**src/rtl/rs_scheduler.sv**
```systemverilog
// rtl/rs_scheduler.sv - reservation station: tag wakeup, oldest-ready select, single-issue handshake
// Optional macro RS_WAKEUP_BYPASS_EN: zero-cycle wakeup-to-issue via CDB forwarding.
module rs_scheduler #(
  parameter int DEPTH = 4,
  parameter int TAGW  = 5,
  localparam int CW   = $clog2(DEPTH + 1),
  localparam int IW   = $clog2(DEPTH)
) (
  input  logic            clk,
  input  logic            rst_n,
  input  logic            flush,
  input  logic            in_valid,
  output logic            in_ready,
  input  logic [9:0]      in_Op,
  input  logic [TAGW-1:0] in_Qj,
  input  logic [TAGW-1:0] in_Qk,
  input  logic [31:0]     in_Vj,
  input  logic [31:0]     in_Vk,
  input  logic [TAGW-1:0] in_Dest,
  input  logic            cdb_valid,
  input  logic [TAGW-1:0] cdb_tag,
  input  logic [31:0]     cdb_value,
  output logic            issue_valid,
  input  logic            issue_ready,
  output logic [9:0]      issue_Op,
  output logic [31:0]     issue_Vj,
  output logic [31:0]     issue_Vk,
  output logic [TAGW-1:0] issue_Dest,
  output logic [CW-1:0]   count
);

  logic [DEPTH-1:0] r_busy;
  logic [9:0]       r_op   [DEPTH];
  logic [TAGW-1:0]  r_qj   [DEPTH];
  logic [TAGW-1:0]  r_qk   [DEPTH];
  logic [31:0]      r_vj   [DEPTH];
  logic [31:0]      r_vk   [DEPTH];
  logic [TAGW-1:0]  r_dest [DEPTH];
  logic [CW-1:0]    r_age  [DEPTH];
  logic [CW-1:0]    r_count;

  logic             w_cdb_hit;
  logic [DEPTH-1:0] w_ready;
  logic             w_sel_valid;
  logic [IW-1:0]    w_sel_idx;
  logic [CW-1:0]    w_sel_rank;
  logic [IW-1:0]    w_free_idx;
  logic             w_disp;
  logic             w_issue;

  assign w_cdb_hit = cdb_valid && (cdb_tag != '0);
  assign in_ready  = (r_count < CW'(DEPTH));
  assign count     = r_count;
  assign w_disp    = in_valid && in_ready;
  assign w_issue   = w_sel_valid && issue_ready;

  always_comb begin
    for (int i = 0; i < DEPTH; i++) begin
`ifdef RS_WAKEUP_BYPASS_EN
      w_ready[i] = r_busy[i]
                && ((r_qj[i] == '0) || (w_cdb_hit && r_qj[i] == cdb_tag))
                && ((r_qk[i] == '0) || (w_cdb_hit && r_qk[i] == cdb_tag));
`else
      w_ready[i] = r_busy[i] && (r_qj[i] == '0) && (r_qk[i] == '0);
`endif
    end
  end

  // Lower age rank means older; ranks of busy entries are always distinct.
  always_comb begin
    w_sel_valid = 1'b0;
    w_sel_idx   = '0;
    w_sel_rank  = '0;
    for (int i = 0; i < DEPTH; i++) begin
      if (w_ready[i] && (!w_sel_valid || r_age[i] < w_sel_rank)) begin
        w_sel_valid = 1'b1;
        w_sel_idx   = IW'(i);
        w_sel_rank  = r_age[i];
      end
    end
  end

  always_comb begin
    w_free_idx = '0;
    for (int i = DEPTH - 1; i >= 0; i--) begin
      if (!r_busy[i]) w_free_idx = IW'(i);
    end
  end

  always_comb begin
    issue_valid = w_sel_valid;
    issue_Op    = '0;
    issue_Vj    = '0;
    issue_Vk    = '0;
    issue_Dest  = '0;
    if (w_sel_valid) begin
      issue_Op   = r_op[w_sel_idx];
      issue_Vj   = r_vj[w_sel_idx];
      issue_Vk   = r_vk[w_sel_idx];
      issue_Dest = r_dest[w_sel_idx];
`ifdef RS_WAKEUP_BYPASS_EN
      if (r_qj[w_sel_idx] != '0) issue_Vj = cdb_value;
      if (r_qk[w_sel_idx] != '0) issue_Vk = cdb_value;
`endif
    end
  end

  always_ff @(posedge clk or negedge rst_n) begin
    if (!rst_n) begin
      r_busy  <= '0;
      r_count <= '0;
      for (int i = 0; i < DEPTH; i++) begin
        r_op[i]   <= '0;
        r_qj[i]   <= '0;
        r_qk[i]   <= '0;
        r_vj[i]   <= '0;
        r_vk[i]   <= '0;
        r_dest[i] <= '0;
        r_age[i]  <= '0;
      end
    end else if (flush) begin
      r_busy  <= '0;
      r_count <= '0;
      for (int i = 0; i < DEPTH; i++) r_age[i] <= '0;
    end else begin
      for (int i = 0; i < DEPTH; i++) begin
        if (r_busy[i]) begin
          if (w_cdb_hit && r_qj[i] == cdb_tag) begin
            r_qj[i] <= '0;
            r_vj[i] <= cdb_value;
          end
          if (w_cdb_hit && r_qk[i] == cdb_tag) begin
            r_qk[i] <= '0;
            r_vk[i] <= cdb_value;
          end
          if (w_issue && r_age[i] > w_sel_rank) r_age[i] <= r_age[i] - 1'b1;
        end
      end
      if (w_issue) r_busy[w_sel_idx] <= 1'b0;
      if (w_disp) begin
        r_busy[w_free_idx] <= 1'b1;
        r_op[w_free_idx]   <= in_Op;
        r_dest[w_free_idx] <= in_Dest;
        r_age[w_free_idx]  <= r_count - CW'(w_issue);
        if (w_cdb_hit && in_Qj == cdb_tag) begin
          r_qj[w_free_idx] <= '0;
          r_vj[w_free_idx] <= cdb_value;
        end else begin
          r_qj[w_free_idx] <= in_Qj;
          r_vj[w_free_idx] <= in_Vj;
        end
        if (w_cdb_hit && in_Qk == cdb_tag) begin
          r_qk[w_free_idx] <= '0;
          r_vk[w_free_idx] <= cdb_value;
        end else begin
          r_qk[w_free_idx] <= in_Qk;
          r_vk[w_free_idx] <= in_Vk;
        end
      end
      if (w_disp && !w_issue) r_count <= r_count + 1'b1;
      else if (!w_disp && w_issue) r_count <= r_count - 1'b1;
    end
  end

endmodule

```
**config.mk**
```make
export PLATFORM = sky130hd
export DESIGN_NAME = rs_scheduler
export DESIGN_NICKNAME = d
export VERILOG_FILES = /design/src/rtl/rs_scheduler.sv
export SDC_FILE = /design/constraint.sdc
export NUM_CORES = 1
export LEC_CHECK = 0
export BUFFER_PORTS_ARGS = -buffer_cell sky130_fd_sc_hd__buf_2
export CELL_PAD_IN_SITES_DETAIL_PLACEMENT = 0
export CELL_PAD_IN_SITES_GLOBAL_PLACEMENT = 2
export CORE_MARGIN = 5
export CORE_UTILIZATION = 39
export CTS_CLUSTER_DIAMETER = 120
export CTS_CLUSTER_SIZE = 20
export DETAILED_ROUTE_END_ITERATION = 16
export PLACE_DENSITY = 0.84
export SLEW_MARGIN = 10
export SYNTH_ARGS = -nofsm -noshare
export SYNTH_HDL_FRONTEND = slang
export SYNTH_SLANG_ARGS = --single-unit
```
**constraint.sdc**
```tcl
create_clock -name clk -period 7.7 [get_ports clk]
set_input_delay 0 -clock clk [delete_from_list [all_inputs] [get_ports clk]]
set_output_delay 0 -clock clk [all_outputs]
set_load 0.05 [all_outputs]
```
==> impl_metrics.py <==
metrics = {
    "cts": {
        "clkLatencyLatePin_ns": 0.58,
        "clock_sinks": 375,
        "cts_buffer_depth": 3,
        "cts_resized": 0,
        "cts_root_buf": "clkbuf_16",
        "ctsHoldBuffers": 175,
        "cts.htree.levels": 1,
        "cts_setup_buffers": 0,
        "clk_pin_slew_ns": 0.09,
        "cts_tree": "done",
        "numCtsBuffers": 22,
    },
    "layout": {
        "nNetsFinal": 2479,
        "stdcell_area_um2": 25100,
        "final_cells": 3022,
        "syn2layout_area_growth_pct": 18.2,
        "drive_above_1_share_pct": 19.9,
    },
    "critical_path": {
        "worstReg2RegStart": "r_qj[15]",
        "crit_required_ns": 7.70,
        "cp.arrival_ns": 7.18,
        "endpoint_kind": "output pin",
        "start_kind": "register",
        "cp-startpoint": "r_qj[15]",
        "crit_path_max_fanout": 65,
        "criticalPathCategory": "reg2out",
    },
    "synth": {
        "yosys-top-cells-area": "dfrtp_1, mux2_2, o22a_1",
        "syn_nets": 2237,
        "yosysMostFrequentCell": "dfrtp_1",
        "synth_top_cell_area_share_pct": 44.2,
        "ys_warn_count": 0,
        "synth_edf_count": 0,
        "ys_ff_latch": 375,
        "synth_area_per_cell_um2": 10.2,
        "async_flop_share_pct": 100,
        "synth_area_um2": 21200,
        "synthTopCellsByCount": "dfrtp_1, nor2_1, clkbuf_1",
        "syn_inst": 2080,
        "yosysTopAreaCell": "dfrtp_1",
        "yosysSeqAreaShare_pct": 44.2,
        "ys.flop_type": "dfrtp_1",
        "ys_types": 63,
    },
    "power_and_ir_drop": {
        "finalPower_mw": 5.34,
        "vdd_ir_drop_max_v": 0.000162,
        "power_leakage_nw": 10.3,
        "powerDensity_nw_per_um2": 212,
    },
    "floorplanning": {
        "die_y_um": 243,
        "core_area_um2": 53900,
        "start_util_pct": 39.4,
        "pin_count": 216,
        "rows": 85,
        "dieArea_um2": 59200,
        "dieWidth_um": 243,
    },
    "sta": {
        "rsz0062_at_grt": "no",
        "finalSetupTns_ns": 0,
        "final_max_slew_viol_count": 0,
        "layout_min_cycle_time_ns": 7.18,
        "slew_headroom_pct": 19.6,
        "fin_skew_ns": 0.0208,
        "setup_viol": 0,
        "hold_violations": 0,
        "worstMarginPinSlew_ns": 1.20,
        "layout_worst_path_cycle_share_pct": 93.2,
        "max_freq_ghz": 0.139,
    },
    "grt": {
        "grt_pass1_vias": 19100,
        "grt_pass1_wl_um": 117000,
        "grt_usage_pct": 24.5,
        "grt_max_degree": 143,
        "antenna_found_initial": 3,
        "grt_overflow": 0,
    },
    "place": {
        "io_buffers": 215,
        "dp_cells": 2819,
        "placed_cell_area_um2": 22800,
        "gp_congestion": 0.888,
        "dp_hpwl_um": 43100,
    },
    "run": {
        "cap_violations": 0,
    },
    "detailed_routing": {
        "vias_per_cell": 6.09,
        "firstDrtPassIters": 6,
        "ant_nets": 0,
        "dr_total_vias": 18400,
        "drt_wl_total_um": 75200,
        "drtIter0Drc": 1523,
        "drc": 0,
        "drt-wirelength-per-cell_um": 24.9,
    },
    "outcome": {
        "status": "finished clean",
    },
    "worst_hold_path": {
        "hold_class": "in2async",
    },
}
[final cells by class]
type	count	area, um2
multi-input cells	1482	11100
inverters	17	63.8
diodes	3	7.51
repair buffers	424	3120
flip-flops and latches	375	9380
clock inverters	2	21.3
fillers	4948	28800
clock buffers	23	564
well taps	696	871
[report_power, final]
| part | switching [mW] | leakage, nW | total, mW | internal (mW) |
|---|---|---|---|---|
| sequential | 0.293 | 4.78 | 2.74 | 2.45 |
| combinational | 0.647 | 5.25 | 1.36 | 0.714 |
| clock | 0.705 | 0.289 | 1.23 | 0.526 |
[registers in the layout, indices dropped and copies added (netlist names)]
register / flops
r_qk: 20
r_busy: 4
r_vk: 128
count: 3
r_age: 12
r_op: 40
r_vj: 128
r_qj: 20
r_dest: 20
[through the flow]
| step | worst slack [ns] | utilization, % | hold WS, ns |
|---|---|---|---|
| floorplan | 1.22 | - | -0.296 |
| global placement | 1.02 | 42.2 | 0.136 |
| detailed placement | 0.778 | 42.2 | 0.141 |
| CTS | 0.629 | 46.6 | 0.121 |
| global route | 0.108 | 46.6 | 0.175 |
| finish | 0.522 | 46.6 | 0.0869 |
[routing by layer]
metal  routed length [um]  global-route usage (%)  part of all wire (%)  vias up
li1                     -                       -                     -     8200
met1                33800                    34.5                    45     9401
met2                35500                    40.6                    47      671
met3                 4130                    2.61                   5.5      130
met4                 1750                    6.41                   2.3        0
met5                    0                       0                     0        -
[final timing paths]
kind	end	slack, ns	depth (start not counted)
setup / recovery	issue_Vj[13]	0.52	23
hold reg to reg	r_vj[123]	0.48	2
setup reg to reg	r_age[5]	0.75	28
min in group clk	r_dest[3]	0.23	3
hold / removal	count[0]	0.09	2
max in group asynchronous	r_vk[23]	6.13	3
[logic make-up after synthesis]
logic type / count (synthesis) / synth area share (%)
AOI/OAI and AO/OA: 703 / 23.8
and+or+nand+nor: 404 / 8.50
DFF: 375 / 44.2
muxes: 291 / 15.0
buffers and inverters: 223 / 4.55
xor gates and xnor gates: 59 / 2.43
adders and majority gates: 25 / 1.51
[critical path: stages (launching register included)]
cell     delay [ns]
dfrtp_1        0.44
nor4_4         0.50
and3_1         0.31
nand2_1        0.10
ha_1           0.33
a21oi_1        0.23
o21ai_1        0.17
a21oi_1        0.36
nand2_1        0.11
o21ai_0        0.12
inv_1          0.08
ha_1           0.30
a21o_1         0.22
a21o_1         0.19
a21o_1         0.22
o41ai_4        0.08
mux2i_1        0.29
ha_1           0.27
and2_1         0.14
or3_1          0.37
o22ai_4        0.24
buf_4          0.83
a32o_1         0.34
buf_2          0.30
[cell usage in the layout (no fill, tap or decap), types with 7 or more instances in the layout]
| master | n |
|---|---|
| o21ai_1 | 8 |
| dlygate4sd3_1 | 175 |
| a22oi_1 | 128 |
| xnor2_1 | 25 |
| nor3_1 | 11 |
| nor2_1 | 159 |
| nand2_1 | 152 |
| buf_4 | 33 |
| mux2i_1 | 68 |
| a211oi_1 | 11 |
| clkbuf_16 | 22 |
| nor4_1 | 8 |
| xor2_1 | 34 |
| a21o_1 | 10 |
| mux2_2 | 141 |
| nand3_1 | 14 |
| buf_2 | 213 |
| nor3_2 | 10 |
| a22o_1 | 41 |
| ha_1 | 24 |
| o22a_1 | 128 |
| o21ai_0 | 126 |
| a21oi_1 | 137 |
| inv_1 | 17 |
| a32o_1 | 79 |
| dfrtp_1 | 375 |
| nor2b_1 | 7 |
| mux2_1 | 82 |
| nand4_1 | 8 |
Power figures use the tool's default switching activity.
